**src/rtl/csa_accum_ctrl_if.sv**
```systemverilog
// Operand-stream and result handshake bundle for csa_accum_ctrl.
// The master side issues bursts and consumes results; the slave side is the accumulator.
interface csa_accum_ctrl_if #(
    parameter int WIDTH = 13,
    parameter int CNT_W = 5
);
    logic             start;
    logic [CNT_W-1:0] n_terms;
    logic             in_valid;
    logic             in_ready;
    logic [WIDTH-1:0] in_data;
    logic             out_valid;
    logic             out_ready;
    logic [WIDTH-1:0] out_sum;
    logic             busy;

    modport master (
        output start, n_terms, in_valid, in_data, out_ready,
        input  in_ready, out_valid, out_sum, busy
    );

    modport slave (
        input  start, n_terms, in_valid, in_data, out_ready,
        output in_ready, out_valid, out_sum, busy
    );
endinterface

```
**src/rtl/csa_accum_ctrl.sv**
```systemverilog
// Burst accumulator: sums up to MAX_TERMS operands in redundant sum/carry form through a
// single carry-save stage, then resolves with one carry-propagate add and hands the result out.
//
// state      | meaning
// -----------+--------------------------------------------------------------
// ST_IDLE    | waiting for start; n_terms sampled here
// ST_ACCUM   | accepting operands, one csa pass per transfer
// ST_RESOLVE | single cycle carry-propagate add of sum and shifted carry
// ST_OUT     | result presented until the consumer takes it
module csa_accum_ctrl #(
    parameter int MAX_TERMS = 16
) (
    input  logic            i_clk,
    input  logic            i_rst_n,
    csa_accum_ctrl_if.slave io_bus
);
    localparam int WIDTH = 13;
    localparam int CNT_W = $clog2(MAX_TERMS + 1);

    typedef enum logic [1:0] {
        ST_IDLE,
        ST_ACCUM,
        ST_RESOLVE,
        ST_OUT
    } state_t;

    state_t           r_state;
    logic [WIDTH-1:0] r_sum;
    logic [WIDTH-1:0] r_carry;
    logic [CNT_W-1:0] r_count;
    logic [WIDTH-1:0] r_out_sum;
    logic             r_in_ready;
    logic             r_out_valid;
    logic             r_busy;

    logic [WIDTH-1:0] w_carry_sh;
    logic [WIDTH-1:0] w_csa_sum;
    logic [WIDTH-1:0] w_csa_carry;
    logic [CNT_W-1:0] w_terms;
    logic             w_xfer;

    // carry[i] weighs 2^(i+1); the top carry bit falls off the mod-2^WIDTH ring
    assign w_carry_sh  = {r_carry[WIDTH-2:0], 1'b0};
    assign w_csa_sum   = r_sum ^ w_carry_sh ^ io_bus.in_data;
    assign w_csa_carry = (r_sum & w_carry_sh) | (r_sum & io_bus.in_data)
                       | (w_carry_sh & io_bus.in_data);
    assign w_terms     = (io_bus.n_terms > CNT_W'(MAX_TERMS)) ? CNT_W'(MAX_TERMS)
                                                              : io_bus.n_terms;
    assign w_xfer      = r_in_ready & io_bus.in_valid;

    always_ff @(posedge i_clk) begin
        if (!i_rst_n) begin
            r_state     <= ST_IDLE;
            r_sum       <= '0;
            r_carry     <= '0;
            r_count     <= '0;
            r_out_sum   <= '0;
            r_in_ready  <= 1'b0;
            r_out_valid <= 1'b0;
            r_busy      <= 1'b0;
        end else begin
            case (r_state)
                ST_IDLE: begin
                    if (io_bus.start) begin
                        r_sum   <= '0;
                        r_carry <= '0;
                        r_count <= w_terms;
                        r_busy  <= 1'b1;
                        if (w_terms != '0) begin
                            r_state    <= ST_ACCUM;
                            r_in_ready <= 1'b1;
                        end else begin
                            r_state     <= ST_OUT;
                            r_out_sum   <= '0;
                            r_out_valid <= 1'b1;
                        end
                    end
                end
                ST_ACCUM: begin
                    if (w_xfer) begin
                        r_sum   <= w_csa_sum;
                        r_carry <= w_csa_carry;
                        r_count <= r_count - CNT_W'(1);
                        if (r_count == CNT_W'(1)) begin
                            r_state    <= ST_RESOLVE;
                            r_in_ready <= 1'b0;
                        end
                    end
                end
                ST_RESOLVE: begin
                    r_out_sum   <= r_sum + w_carry_sh;
                    r_out_valid <= 1'b1;
                    r_state     <= ST_OUT;
                end
                ST_OUT: begin
                    if (io_bus.out_ready) begin
                        r_out_valid <= 1'b0;
                        r_busy      <= 1'b0;
                        r_state     <= ST_IDLE;
                    end
                end
                default: begin
                    r_state     <= ST_IDLE;
                    r_in_ready  <= 1'b0;
                    r_out_valid <= 1'b0;
                    r_busy      <= 1'b0;
                end
            endcase
        end
    end

    assign io_bus.in_ready  = r_in_ready;
    assign io_bus.out_valid = r_out_valid;
    assign io_bus.out_sum   = r_out_sum;
    assign io_bus.busy      = r_busy;
endmodule
```
**src/flat_wrapper.sv**
```systemverilog
// flat-port wrapper written by rule: the top's interface ports become plain ports
module csa_accum_ctrl_flat 
#(
    parameter int MAX_TERMS = 16
)
  (i_clk, i_rst_n, io_bus_start, io_bus_n_terms, io_bus_in_valid, io_bus_in_data, io_bus_out_ready, io_bus_in_ready, io_bus_out_valid, io_bus_out_sum, io_bus_busy);
  csa_accum_ctrl_if io_bus_i ();
  input  logic i_clk;
  input  logic i_rst_n;
  input wire logic [$bits(io_bus_i.start)-1:0] io_bus_start;
  input wire logic [$bits(io_bus_i.n_terms)-1:0] io_bus_n_terms;
  input wire logic [$bits(io_bus_i.in_valid)-1:0] io_bus_in_valid;
  input wire logic [$bits(io_bus_i.in_data)-1:0] io_bus_in_data;
  input wire logic [$bits(io_bus_i.out_ready)-1:0] io_bus_out_ready;
  output wire logic [$bits(io_bus_i.in_ready)-1:0] io_bus_in_ready;
  output wire logic [$bits(io_bus_i.out_valid)-1:0] io_bus_out_valid;
  output wire logic [$bits(io_bus_i.out_sum)-1:0] io_bus_out_sum;
  output wire logic [$bits(io_bus_i.busy)-1:0] io_bus_busy;
  assign io_bus_i.start = io_bus_start;
  assign io_bus_i.n_terms = io_bus_n_terms;
  assign io_bus_i.in_valid = io_bus_in_valid;
  assign io_bus_i.in_data = io_bus_in_data;
  assign io_bus_i.out_ready = io_bus_out_ready;
  assign io_bus_in_ready = io_bus_i.in_ready;
  assign io_bus_out_valid = io_bus_i.out_valid;
  assign io_bus_out_sum = io_bus_i.out_sum;
  assign io_bus_busy = io_bus_i.busy;
  csa_accum_ctrl #(.MAX_TERMS(MAX_TERMS)) u_core (.i_clk(i_clk), .i_rst_n(i_rst_n), .io_bus(io_bus_i));
endmodule
```
**config.mk**
```make
export PLATFORM = sky130hd
export DESIGN_NAME = csa_accum_ctrl_flat
export DESIGN_NICKNAME = d
export VERILOG_FILES = /design/src/rtl/csa_accum_ctrl_if.sv /design/src/rtl/csa_accum_ctrl.sv /design/src/flat_wrapper.sv
export SDC_FILE = /design/constraint.sdc
export NUM_CORES = 1
export LEC_CHECK = 0
export ABC_AREA = 1
export CAP_MARGIN = 0
export CORE_UTILIZATION = 55
export CTS_CLUSTER_DIAMETER = 30
export CTS_CLUSTER_SIZE = 8
export DETAILED_ROUTE_END_ITERATION = 10
export MAX_ROUTING_LAYER = met4
export PLACE_DENSITY = 0.8
export SYNTH_ARGS = -nofsm -noshare
export SYNTH_HDL_FRONTEND = slang
export SYNTH_SLANG_ARGS = --single-unit
```
**constraint.sdc**
```tcl
create_clock -name i_clk -period 3.8 [get_ports i_clk]
set_input_delay 0.95 -clock i_clk [delete_from_list [all_inputs] [get_ports i_clk]]
set_output_delay 0.95 -clock i_clk [all_outputs]
set_load 0.1 [all_outputs]
```
==> results.tsv, run 1 <==
metric	value	unit
synth-warning-count	0	
syn_inst	386	
dieArea	0.00543	mm²
skew	0.0121	ns
num_vias	2523	
post_cts_buffers	0	
syn_to_final_growth	17.7	%
worstSetupPathType	reg2out	
ys_seq_area_share	34.0	%
setup_viol	0	
start_util	58.3	%
powerDensity	523	mW/mm²
pwr-share-clk	21.5	%
grt_pass1_wl	9780	µm
total_power	1.74	mW
ctsResizeCount	0	
fmax	355	MHz
outcome	completed	
hold_end	u_core.io_bus.out_valid$_SDFFE_PN0P_	
share_comb_of_total_power	42.5	%
critPathLaunchType	flop	
io_buffers	38	
grt_pass1_vias	2242	
dr.pass1.iters	4	
r2r_start	u_core.r_state[1]$_SDFFE_PN0P_	
syn_nets	439	
antenna_found_initial	0	
reg2regPathDepth	9	
cts_buffers	5	
drtIter0Drc	176	
fin_crit_sh	74.2	%
clkLatencyLatePin	0.32	ns
r2r_end	u_core.r_carry[10]$_SDFFE_PN0P_	
ant_nets	0	
core	0.00485	mm²
crit_start	u_core.io_bus.in_ready$_SDFFE_PN0P_	
relSlewSlack	34.1	%
arrival	1.87	ns
cp_top_family	buffers and inverters	
irDropWorstVdd	0.000419	V
cts_root_buffer	clkbuf_8	
cap_violations	0	
diodes	0	
hold_depth	2	
hp-start	u_core.io_bus.out_valid$_SDFFE_PN0P_	
slowest_stage	clkdlybuf4s50_1	
grt_max_degree	31	
clock_sinks	48	
rsz0062_at_grt	no	
slowest_delay	1.15	ns
crit_buf_inv	1	
avgSynthCellArea	7.33	µm²
setup_tns	0	ns
postCtsHoldBufs	0	
grt-ovfl-total	0	
min_period	2.82	ns
finalNetCount	474	
wl	5690	µm
critPathMaxFanout	4	
cts-htree-levels	2	
p_seq_share	36.0	%
cts_tree	yes	
rrSetupSlack	1.42	ns
sw_frac_of_total	43.1	%
p_int	0.990	mW
synth_cell_types	29	
place_hpwl	4290	µm
grt_usage	24.4	%
ys_ff_latch	48	
clk_path_buf_depth	2	
p_sw	0.749	mW
report.final.slew_viol_count	0	
clkSlewWorstSetupHoldPaths	0.10	ns
drive_above_1_share	3.79	%
hold_path_class	reg2reg	
via_per_inst	5.16	
critPathRequiredTime	2.85	ns
crit_path_end_kind	output pin	
die_w	73.7	µm
wl_per_cell	11.6	µm
crit_chain	clkdlybuf4s50_1	
die_y	73.7	µm
drc	0	
syn_area	0.00283	mm²
tightestPinTransition	0.985	ns
gp_congestion	0.887	
finalHoldViolCount	0	
io_pins	39	
leakage	1.44	nW
fp-row-count	25	
-- logic make-up (layout without fill, tap and decap cells) --
kind of cell | Yosys count | after routing | share of synthesized area [%]
adders and majority gates | 30 | 30 | 16.5
buffers and inverters | 49 | 85 | 8.01
xor gates and xnor gates | 7 | 7 | 2.17
DFF | 48 | 48 | 34.0
and+or+nand+nor | 180 | 180 | 25.8
AOI/OAI and AO/OA | 72 | 72 | 13.5
-- layout make-up --
class                           count  area [µm²]
Inverter                           38         143
Fill cell                         432        1520
Clock buffer                        5        68.8
Sequential cell                    48         961
Multi-Input combinational cell    289        1640
Clock inverter                      3        42.5
Tap cell                           67        83.8
Timing Repair Buffer               39         388
-- synthesized netlist by cell type (all sizes together) --
library cell  count  area share (%)
ha               18             8.0
a22oi             2            0.53
dfxtp            48              34
o2111ai           1            0.31
nand2           129              17
nand4             5             1.1
xor2              4             1.2
nor3              3            0.53
buf               7             2.4
o21bai            1            0.27
clkinv            1            0.13
a21oi            55             9.7
or2               1            0.22
nor2             23             3.4
inv              37             4.9
fa               12             8.5
a211oi            1            0.27
o21ai            11             2.1
a32o              1            0.35
nand3            19             3.4
clkbuf            4            0.53
xnor2             3            0.93
-- per-layer routing --
| layer | wire length [µm] | part of all wire [%] | GRT usage [%] |
|---|---|---|---|
| met5 | 0 | 0 | - |
| met3 | 219 | 3.9 | 4.80 |
| met1 | 2870 | 51 | 33.3 |
| met4 | 75 | 1.3 | 7.91 |
| met2 | 2520 | 44 | 36.3 |
-- layout by cell type (no fill, tap or decap) --
cell             instances
xor2_1                   4
nor2_1                  21
clkinv_2                 1
xnor2_1                  3
inv_1                   35
a22oi_1                  2
fa_1                    12
nor2_2                   1
nor3_1                   3
bufinv_16                1
inv_2                    2
nand2_1                128
clkinvlp_4               1
o21bai_1                 1
buf_4                    1
o21ai_0                 10
a32o_1                   1
clkinv_1                 1
clkbuf_8                 5
nand2_2                  1
clkdlybuf4s50_1         38
dfxtp_1                 48
a211oi_1                 1
nor2_4                   1
ha_1                    18
a21oi_1                 55
o21ai_2                  1
nand4_1                  5
or2_2                    1
o2111ai_1                1
nand3_1                 19
-- sequential cells by signal (all words and copies together) (netlist names) --
register                 count
u_core.io_bus.busy           1
u_core.r_count               5
u_core.r_carry              12
u_core.io_bus.out_valid      1
u_core.r_sum                13
u_core.io_bus.out_sum       13
u_core.io_bus.in_ready       1
u_core.r_state               2
-- power groups by stage --
stage	Combinational [mW]	Clock [mW]	Sequential, mW
floorplan	0.533	0	0.730
global placement	0.723	0	0.634
detailed placement	0.735	0	0.637
CTS	0.740	0.378	0.625
global route	0.835	0.405	0.636
finish	0.739	0.374	0.625
-- per-stage QoR --
stage	worst slack (ns)	utilization, %	hold slack [ns]	cell area [µm²]	cells
finish	0.981	68.6	0.462	3330	489
floorplan	1.89	-	0.454	2830	386
CTS	0.974	68.6	0.460	3330	489
detailed placement	0.883	66.3	0.444	3220	481
global route	0.914	68.6	0.484	3330	489
global placement	0.954	66.3	0.439	3220	481
-- worst max path at each step --
stage                                           end  cells after the start
global placement      u_core.r_sum[10]$_SDFFE_PN0P_                      7
finish                              io_bus_in_ready                      1
floorplan                           io_bus_in_ready                      0
CTS                                 io_bus_in_ready                      1
detailed placement  u_core.r_carry[11]$_SDFFE_PN0P_                      7
global route                        io_bus_in_ready                      1
Note: power is estimated with default switching activity, not from simulation.
==> run 2: changes to the inputs <==
- CORE_UTILIZATION: 55 -> 50
- PLACE_DENSITY: 0.8 -> 0.77
- clock period: 3.8 -> 2.45 ns (I/O delays scaled with it)
==> run 2 against run 1 <==
  * Sequential cell count is the same
  * First-iteration DRC count rose by 11%
  * Clock power increased by 66%
  * Combinational power increased by 62%
  * Power increased by 61%
  * Highest routed layer unchanged
==> results.tsv, run 2 (same netlist as run 1, synthesis figures left out) <==
metric	value	unit
final_common_cell	nand2_1	
gp_congestion	0.864	
skew	0.00932	ns
clkSlewWorstSetupHoldPaths	0.09	ns
worstSetupPathType	reg2reg	
finalHoldViolCount	0	
leakage	1.50	nW
cts_root_buffer	clkbuf_8	
place_hpwl	4510	µm
slowest_delay	0.36	ns
fp-row-count	27	
placed_area	0.00321	mm²
num_vias	2619	
diodes	0	
powerDensity	837	mW/mm²
dr.pass1.iters	6	
grt_max_degree	39	
finalNonFillerCells	496	
drive_above_1_share	8.02	%
critPathRequiredTime	2.68	ns
io_pins	39	
crit_buf_inv	3	
antenna_found_initial	0	
irDropWorstVdd	0.000551	V
drc	0	
drtIter0Drc	195	
clock_sinks	48	
postCtsHoldBufs	0	
crit_top_cell	nand2_1	
cap_violations	0	
grt_usage	22.3	%
setup_viol	0	
syn_to_final_growth	18.0	%
cp_top_family	buffers and inverters	
report.final.slew_viol_count	0	
grt-ovfl-total	0	
io_buffers	38	
critPathMaxFanout	25	
start_util	51.7	%
grt_pass1_vias	2435	
wl_per_cell	12.3	µm
dp_cells	488	
setup_tns	0	ns
dieArea	0.00596	mm²
core	0.00547	mm²
fmax	508	MHz
tightestPinTransition	0.410	ns
rsz0062_at_grt	no	
cts_tree	yes	
finalNetCount	476	
via_per_inst	5.28	
die_w	77.2	µm
slowest_stage	dfxtp_1	
wl	6100	µm
relSlewSlack	72.6	%
hold_path_class	reg2reg	
min_period	1.97	ns
fin_crit_sh	80.3	%
outcome	completed	
critPathLaunchType	flop	
ctsResizeCount	0	
ant_nets	0	
final_cell_mix	nand2_1, a21oi_1, dfxtp_1	
post_cts_buffers	0	
cts_buffers	5	
clk_path_buf_depth	2	
crit_chain	inv_1 -> ha_1 -> inv_2 -> nand2_1 -> o21ai_2 -> nand2_2 -> nor2_4 -> buf_4 -> nand2_1 -> a21oi_1	
clkLatencyLatePin	0.31	ns
crit_path_end_kind	flop	
final_area	0.00334	mm²
die_y	77.2	µm
arrival	2.20	ns
grt_pass1_wl	10500	µm
cts-htree-levels	2	
fin_util	61.0	%
==> run 2: changes by cell type in the layout (fill, tap and decap cells not counted), sizes merged <==
cell | previous run | this run
buf | 1 | 19
clkbuf | 5 | 7
clkdlybuf4s50 | 38 | 22
clkinv | 2 | 1
clkinvlp | 1 | 0
==> run 2: path summary, 6_finish.rpt <==
| check | endpoint | startpoint | cells past startpoint | slack [ns] |
|---|---|---|---|---|
| max reg2reg | u_core.r_carry[10]$_SDFFE_PN0P_ | u_core.r_state[1]$_SDFFE_PN0P_ | 10 | 0.48 |
| min reg2reg | u_core.io_bus.out_valid$_SDFFE_PN0P_ | u_core.io_bus.out_valid$_SDFFE_PN0P_ | 2 | 0.46 |
| min | u_core.io_bus.out_valid$_SDFFE_PN0P_ | u_core.io_bus.out_valid$_SDFFE_PN0P_ | 2 | 0.46 |
| max | u_core.r_carry[10]$_SDFFE_PN0P_ | u_core.r_state[1]$_SDFFE_PN0P_ | 10 | 0.48 |
==> run 2: layer usage <==
layer  GRT usage [%]  routed length [µm]
met1            28.6                2940
met2            35.0                2700
met3            3.45                 342
met4            8.87                 112
met5               -                   0
==> run 2: layout make-up <==
| cell class | instances | area [µm²] |
|---|---|---|
| multi-input combinational | 289 | 1640 |
| sequential | 48 | 961 |
| inverter | 38 | 143 |
| timing repair buffer | 41 | 375 |
| clock buffer | 7 | 96.3 |
| fill | 511 | 2140 |
| tap | 72 | 90.1 |
| clock inverter | 1 | 30.0 |
==> run 2: report_power, final <==
part	internal (mW)	switching (mW)	leakage [nW]
sequential	0.887	0.0847	0.389
combinational	0.364	0.838	1.05
clock	0.360	0.260	0.0645
==> run 2: per-stage QoR <==
stage	setup slack (ns)	total power [mW]	hold slack (ns)
finish	0.482	2.79	0.458
global route	0.346	2.97	0.485
CTS	0.495	2.80	0.464
detailed placement	0.218	2.17	0.452
global placement	0.249	2.14	0.438
floorplan	0.593	1.96	0.454
==> run 2: worst reg2reg max path: stages, from the launching register on <==
cell and delay (ns):
dfxtp_1 0.36, inv_1 0.08, ha_1 0.27, inv_2 0.22, nand2_1 0.10, o21ai_2 0.08, nand2_2 0.13, nor2_4 0.09
buf_4 0.28, nand2_1 0.12, a21oi_1 0.17
==> run 3: changes to the inputs <==
- clock period: 2.45 -> 1.75 ns (I/O delays scaled with it)
==> run 3 against run 2 <==
  * Clock power up 8.2%
  * Clock skew is essentially flat
  * Worst hold slack improved by 0.025 ns
  * Clock-buffer cell count rose by 1
  * Sequential cell count unchanged
  * Sequential share of layout area decreased by 2.8 points
  * Highest routed layer unchanged
  * Critical path type unchanged
  * Largest power group unchanged
==> results.tsv, run 3 (same netlist as run 1, synthesis figures left out) <==
metric	value	unit
slowest_delay	0.39	ns
r2r_start	u_core.r_sum[1]$_SDFFE_PN0P_	
cts-htree-levels	2	
hp-start	u_core.r_sum[12]$_SDFFE_PN0P_	
r2r_end	u_core.io_bus.out_sum[9]$_SDFFE_PN0P_	
finalNetCount	493	
use_met2	38.8	%
die_y	77.2	µm
dr.pass1.iters	4	
top_usage_layer	met2	
crit_chain	ha_2 -> fa_2 -> nand2_2 -> nand3_1 -> nand3_1 -> nand2_1 -> nor2_1 -> nor2_1 -> nand2_1 -> a21oi_1	
drive_above_1_share	15.0	%
drc	0	
hold_path_class	reg2reg	
place_hpwl	4680	µm
gp_congestion	0.921	
via_per_inst	5.11	
critPathRequiredTime	1.94	ns
critPathLaunchType	flop	
seqCellArea	965	µm²
clk_path_buf_depth	2	
wl	6200	µm
fp-row-count	27	
io_pins	39	
wl_per_cell	12.1	µm
fin_crit_sh	94.0	%
grt_max_degree	40	
cp_top_family	adder cells	
grt_usage	23.5	%
finalNonFillerCells	513	
clkLatencyLatePin	0.30	ns
skew	0.00953	ns
min_period	1.65	ns
irDropWorstVdd	0.000849	V
diodes	0	
num_vias	2621	
final_common_cell	nand2_1	
critPathMaxFanout	4	
finalHoldWorstSlack	0.483	ns
report.final.slew_viol_count	0	
relSlewSlack	76.5	%
worstSetupPathType	reg2reg	
hold_depth	2	
ant_nets	0	
clock_sinks	48	
io_buffers	38	
use_met3	3.93	%
grt-ovfl-total	0	
slowest_stage	fa_2	
rrSetupSlack	0.10	ns
cts_root_buffer	clkbuf_8	
finalHoldViolCount	0	
tightestPinTransition	0.351	ns
drtIter0Drc	148	
grt_pass1_vias	2564	
dieArea	0.00596	mm²
die_w	77.2	µm
arrival	1.83	ns
crit_buf_inv	0	
setup_viol	0	
core	0.00547	mm²
final_cell_mix	nand2_1, a21oi_1, dfxtp_1	
gr-usage-met1	30.1	%
multi_input_area	0.00169	mm²
crit_path_end_kind	flop	
syn_to_final_growth	31.0	%
clkSlewWorstSetupHoldPaths	0.09	ns
fmax	608	MHz
antenna_found_initial	0	
outcome	completed	
dp_cells	504	
grt_pass1_wl	11100	µm
cts_buffers	5	
reg2regPathDepth	10	
start_util	51.7	%
cts_tree	yes	
powerDensity	1110	mW/mm²
cap_violations	0	
hold_end	u_core.r_sum[12]$_SDFFE_PN0P_	
leakage	1.61	nW
total_power	4.12	mW
fill_cells	452	
-- run 3: cell types whose count changed in the layout (fill, tap and decap cells not counted), sizes merged --
cell,delta
buf,+17
bufinv,-1
clkbuf,+1
-- run 3: what timing repair did --
action / CTS / global route
hold buffers: 0 / 0
resized for setup: 0 / 19
hold endpoints to repair: 0 / 0
setup endpoints to repair: 0 / 46
buffers inserted: 0 / 1
-- run 3: final cells by class --
cell class | count | share of cell area [%]
multi-input cells | 289 | 45.5
flip-flops and latches | 48 | 26.0
repair buffers | 58 | 19.7
inverters | 38 | 3.92
clock buffers | 8 | 2.43
well taps | 72 | 2.43
-- run 3: per-stage QoR --
stage	setup TNS (ns)	setup slack, ns	area, µm²	utilization (%)
3_3_place_gp	-2.85	-0.207	3560	65.0
6_report	0	0.105	3700	67.7
4_1_cts	0	0.0205	3650	66.6
2_1_floorplan	0	0.148	2830	-
5_1_grt	-0.00512	-0.00512	3700	67.7
3_5_place_dp	-4.59	-0.260	3560	65.0
-- run 3: worst max-delay path by stage --
stage                                   startpoint                                      to  slack, ns  depth (start not counted)
global route        u_core.r_state[0]$_SDFFE_PN0P_          u_core.r_state[1]$_SDFFE_PN0P_     -0.005                         10
detailed placement               io_bus_n_terms[2]   u_core.io_bus.out_sum[7]$_SDFFE_PN0P_      -0.26                          8
finish                u_core.r_sum[1]$_SDFFE_PN0P_   u_core.io_bus.out_sum[9]$_SDFFE_PN0P_       0.10                         10
floorplan           u_core.r_carry[0]$_SDFFE_PN0P_   u_core.io_bus.out_sum[9]$_SDFFE_PN0P_       0.15                         10
CTS                   u_core.r_sum[1]$_SDFFE_PN0P_   u_core.io_bus.out_sum[9]$_SDFFE_PN0P_       0.02                         10
global placement                 io_bus_n_terms[2]  u_core.io_bus.out_sum[11]$_SDFFE_PN0P_      -0.21                          8
-- run 3: where the power goes --
part | internal (mW) | leakage (nW) | switching, mW
Combinational | 0.823 | 1.17 | 1.24
Clock | 0.323 | 0.0455 | 0.348
Sequential | 1.25 | 0.390 | 0.142
-- run 3: layer usage --
metal / vias up / share of wire, %
li1: 1350 / -
met1: 1204 / 47
met2: 62 / 48
met3: 5 / 3.9
met4: 0 / 0.74
met5: - / 0
-- run 3: worst register-to-register path: stages (launching register included) --
cell and delay [ns]:
dfxtp_2 0.35, ha_2 0.19, fa_2 0.39, nand2_2 0.10, nand3_1 0.09, nand3_1 0.08
nand2_1 0.08, nor2_1 0.10, nor2_1 0.04, nand2_1 0.05, a21oi_1 0.05
